## config.mk

```make
export PLATFORM = sky130hd
export DESIGN_NAME = im_loader
export DESIGN_NICKNAME = d
export VERILOG_FILES = /design/src/rtl/cpu_pkg.sv /design/src/rtl/im_loader.sv
export SDC_FILE = /design/constraint.sdc
export NUM_CORES = 1
export LEC_CHECK = 0
export CAP_MARGIN = 10
export CORE_UTILIZATION = 40
export DETAILED_ROUTE_END_ITERATION = 7
export MAX_ROUTING_LAYER = met4
export PLACE_DENSITY = 0.66
export RECOVER_POWER = 50
export SLEW_MARGIN = 20
export SYNTH_ARGS = -nofsm -noshare
export SYNTH_HDL_FRONTEND = slang
export SYNTH_SLANG_ARGS = --single-unit
```

## constraint.sdc

```tcl
create_clock -name i_clk -period 2.1 [get_ports i_clk]
set_input_delay 0.315 -clock i_clk [delete_from_list [all_inputs] [get_ports i_clk]]
set_output_delay 0.315 -clock i_clk [all_outputs]
set_load 0.02 [all_outputs]
```

## src/rtl/cpu_pkg.sv

```systemverilog
// Shared CPU-side constants: loader state encoding, instruction memory depth
// and the byte-lane order used by both the loader and the memory read side.
package cpu_pkg;

    typedef enum logic [1:0] {
        S_IDLE      = 2'd0,
        S_WAIT_WORD = 2'd1,
        S_WRITE     = 2'd2,
        S_DONE      = 2'd3
    } ld_state_t;

    localparam int IM_DEPTH = 256;

    // Big-endian: byte 0 of a word (lowest address) carries bits [31:24].
    localparam logic LANE_MSB_FIRST = 1'b1;

    function automatic logic [7:0] lane_byte(input logic [31:0] w, input logic [1:0] b);
        logic [1:0] lane;
        lane = LANE_MSB_FIRST ? 2'd3 - b : b;
        return w[8*lane +: 8];
    endfunction

endpackage

```

## src/rtl/im_loader.sv

```systemverilog
// Streams a 32-bit program image into the byte-wide instruction memory,
// four byte writes per word, and holds the CPU in reset until it is complete.
module im_loader
    import cpu_pkg::*;
#(
    parameter int DEPTH = IM_DEPTH,
    parameter int AW    = 8,
    parameter int CW    = 7
) (
    input  logic          i_clk,
    input  logic          i_rst,
    input  logic          i_start,
    input  logic [CW-1:0] i_nwords,
    input  logic [31:0]   i_word,
    input  logic          i_valid,
    output logic          o_ready,
    output logic          o_we,
    output logic [AW-1:0] o_waddr,
    output logic [7:0]    o_wdata,
    output logic          o_busy,
    output logic          o_done,
    output logic          o_err,
    output logic          o_cpu_hold
);

    localparam int NW_MAX = DEPTH / 4;

    ld_state_t     state;
    logic [AW-1:0] base;
    logic [CW-1:0] rem;
    logic [1:0]    bcnt;
    logic [31:0]   word;

    // All outputs are registered: each branch sets them for the state it enters.
    always_ff @(posedge i_clk or posedge i_rst) begin
        if (i_rst) begin
            state      <= S_IDLE;
            base       <= '0;
            rem        <= '0;
            bcnt       <= '0;
            word       <= '0;
            o_ready    <= 1'b0;
            o_we       <= 1'b0;
            o_waddr    <= '0;
            o_wdata    <= '0;
            o_busy     <= 1'b0;
            o_done     <= 1'b0;
            o_err      <= 1'b0;
            o_cpu_hold <= 1'b1;
        end else begin
            o_we <= 1'b0;
            case (state)
                S_IDLE, S_DONE: begin
                    if (i_start) begin
                        rem        <= i_nwords;
                        base       <= '0;
                        o_done     <= 1'b0;
                        o_err      <= 1'b0;
                        o_cpu_hold <= 1'b1;
                        if (i_nwords == '0) begin
                            state      <= S_DONE;
                            o_done     <= 1'b1;
                            o_cpu_hold <= 1'b0;
                        end else if (i_nwords > CW'(NW_MAX)) begin
                            state  <= S_DONE;
                            o_done <= 1'b1;
                            o_err  <= 1'b1;
                        end else begin
                            state   <= S_WAIT_WORD;
                            o_ready <= 1'b1;
                            o_busy  <= 1'b1;
                        end
                    end
                end
                S_WAIT_WORD: begin
                    if (i_valid) begin
                        word    <= i_word;
                        bcnt    <= 2'd0;
                        state   <= S_WRITE;
                        o_ready <= 1'b0;
                        o_we    <= 1'b1;
                        o_waddr <= base;
                        o_wdata <= lane_byte(i_word, 2'd0);
                    end
                end
                S_WRITE: begin
                    if (bcnt != 2'd3) begin
                        bcnt    <= bcnt + 2'd1;
                        o_we    <= 1'b1;
                        o_waddr <= base + AW'(bcnt) + AW'(1);
                        o_wdata <= lane_byte(word, bcnt + 2'd1);
                    end else begin
                        base <= base + AW'(4);
                        rem  <= rem - CW'(1);
                        if (rem == CW'(1)) begin
                            state      <= S_DONE;
                            o_busy     <= 1'b0;
                            o_done     <= 1'b1;
                            o_cpu_hold <= 1'b0;
                        end else begin
                            state   <= S_WAIT_WORD;
                            o_ready <= 1'b1;
                        end
                    end
                end
                default: state <= S_IDLE;
            endcase
        end
    end

endmodule
```

==> impl_metrics.json <==
{
  "leakage_nw": 1.91,
  "avgViaCountPerCell": 5.14,
  "fmax_ghz": 0.510,
  "seq_area_frac_synth_pct": 50.7,
  "grt_max_degree": 33,
  "nNetsFinal": 435,
  "clk_path_buf_depth": 2,
  "p_per_area_nw_per_um2": 1480,
  "period_share_pct": 93.4,
  "post_synth_and_or_nand_nor_area_fraction_pct": 12.2,
  "insertedDiodeCount": 0,
  "rows": 33,
  "routedWlPerCell_um": 14.9,
  "yosys_warnings": 0,
  "crit_fanout": 10,
  "cts-buffers-inserted": 9,
  "cts.sinks": 71,
  "die_h_um": 95.7,
  "synthMuxAreaShare_pct": 18.9,
  "synth_compound_area_share_pct": 9.52,
  "setup_viol": 0,
  "rsz0062_at_grt": "no",
  "drt-initial-drc-count": 96,
  "syn_avg_cell_area_um2": 11.5,
  "grt_pass1_vias": 2611,
  "grt-ovfl-total": 0,
  "seqCellArea_um2": 1780,
  "critPathTopFamily": "simple AND/OR/NAND/NOR gates",
  "cts_tree": "built",
  "cts_root_buffer": "clkbuf_8",
  "postSynthCellCount": 306,
  "dp_hpwl_um": 5400,
  "crit_slowest_cell": "dfrtp_1",
  "synth_ff_type": "dfrtp_1",
  "place_area_um2": 4360,
  "drc_errors": 0,
  "cts.htree.levels": 3,
  "slew_headroom_pct": 47.7,
  "dieArea_um2": 9150,
  "finalCriticalPeriod_ns": 1.96,
  "synth_area_um2": 3510,
  "synth_top_family_by_area": "multiplexers",
  "synthAdderAreaFrac_pct": 2.85,
  "critPathLaunchType": "flip-flop",
  "worstSkewPairLatency_ns": 0.35,
  "dr.pass1.iters": 4,
  "ios": 65,
  "chipWidth_um": 95.7,
  "post_cts_buffers": 0,
  "start_util_pct": 42.1,
  "synthTopCellsByArea": "dfrtp_1 (50%), mux2_2 (11%), mux4_2 (5.1%)",
  "status": "complete, no violations",
  "irDropWorstVdd_v": 0.000488,
  "gp_congestion": 0.860,
  "synth_cell_type_count": 45,
  "yosys.area.top_type": "dfrtp_1",
  "grt_pass1_wl_um": 12400,
  "power_mw": 6.73,
  "ys_ff_latch": 71,
  "cap_violations": 0,
  "tns_ns": 0,
  "tightestPinTransition_ns": 0.784,
  "synth_edf_count": 0,
  "crit_type": "reg -> reg",
  "drtAntennaViolNets": 0,
  "fin_util_pct": 54.5,
  "core_um2": 8340,
  "track_usage_pct": 18.8,
  "drive_gt1_share_pct": 23.1,
  "end_kind": "flip-flop",
  "hold_ws_ns": 0.481,
  "wirelength_um": 7370,
  "path_cells": "inv_1 -> ha_1 -> or2b_2 -> nand2_1 -> nor2_1 -> nand3_1 -> mux2_2",
  "netlist.area_leader.share_pct": 49.9,
  "crit_buf_inv": 1,
  "synth_xor_area_share_pct": 2.25,
  "maxSlewViolCount": 0,
  "area_growth_pct": 29.5,
  "critical_path_arrival_ns": 2.19,
  "hold_path.class": "reg -> reg",
  "synthArstFlopShare_pct": 100,
  "multi_input_area_um2": 1610,
  "port-buffer-count": 64,
  "clock_skew_ns": 0.00891,
  "worstPathRequired_ns": 2.33,
  "vias": 2538,
  "nFillCells": 747,
  "slowest_delay_ns": 0.40,
  "antenna_found_initial": 0,
  "hold_viol": 0,
  "syn_nets": 357,
  "clk_pin_slew_ns": 0.08,
  "finalInstanceArea_um2": 4540
}
==> tightest hold or removal path: stages, from the launching register on <==
cell     delay [ns]
dfrtp_1        0.35
nand2_1        0.05
o21ai_0        0.05
==> where the power goes <==
group / total (mW) / internal (mW) / switching, mW
logic: 3.14 / 1.59 / 1.55
clock network: 1.26 / 0.685 / 0.573
registers: 2.34 / 1.97 / 0.366
total: 6.73 / 4.25 / 2.49
==> cells in the final DEF, fill, tap and decap left out, types with 3 or more instances in the layout <==
master,n
dfrtp_1,70
mux2_2,35
nor2_1,19
nand4_1,3
nand2_1,38
xor2_1,6
buf_4,14
clkdlybuf4s50_1,63
nand3_1,7
inv_1,7
a21o_1,3
o22ai_1,3
clkbuf_8,9
mux2i_1,9
nand2b_1,3
a21oi_1,18
xnor2_1,3
or3_1,3
ha_1,8
o21ai_0,20
mux4_2,8
a32oi_1,3
==> per-stage QoR <==
step / cells / worst slack [ns]
final: 494 / 0.138
after global routing: 494 / 0.0125
after CTS: 494 / 0.135
after detailed placement: 478 / 0.123
after global placement: 478 / 0.149
after floorplan: 306 / 0.285
==> cells by family after synthesis <==
logic type | Yosys count
flip-flops | 71
AND/OR/NAND/NOR | 86
multiplexers | 52
adder cells (fa/ha/maj) | 8
buffers and inverters | 23
XOR/XNOR | 9
AO/OA/AOI/OAI | 57
==> cell usage after synthesis, types with 6 or more instances <==
cell / number
nor2_1: 19
nand2_1: 38
mux4_2: 8
ha_1: 8
o21ai_0: 21
mux2_2: 35
a21oi_1: 19
buf_2: 8
mux2i_1: 9
dfrtp_1: 70
inv_1: 8
xor2_1: 6
nand3_1: 7
==> final cells by class <==
class / count / share of cell area (%)
clock buffer: 9 / 2.73
clock inverter: 7 / 2.29
inverter: 8 / 0.688
multi-input combinational: 212 / 35.4
sequential: 71 / 39.1
tap: 105 / 2.89
timing repair buffer: 82 / 16.9
==> worst paths after layout <==
kind | startpoint | to | slack [ns] | cells after the start
max reg2reg | state[0] | o_ready | 0.14 | 7
min | o_wdata[3] | o_wdata[3] | 0.48 | 2
max | state[0] | o_ready | 0.14 | 7
min reg2reg | o_wdata[3] | o_wdata[3] | 0.48 | 2
min in group asynchronous | i_rst | o_wdata[2] | 0.51 | 2
max in group asynchronous | i_rst | o_wdata[4] | 0.41 | 3
==> state kept, by name, indices dropped and copies added, names as in the netlist, 2 cells and up <==
name	flops
rem	7
o_wdata	8
base	6
state	2
o_waddr	8
word	32
bcnt	2
==> what timing repair did <==
action	4_1_cts	5_1_grt
gates resized for setup	0	2
hold buffers	0	0
setup endpoints to repair	0	15
==> layer usage <==
layer  up-vias  track usage, %  routed length (um)
li1       1244               -                   -
met2        58            30.0                3600
met3        13            2.71                 257
met1      1223            23.5                3370
met5         -               -                   0
met4         0            8.83                 138
Power figures use the tool's default switching activity.
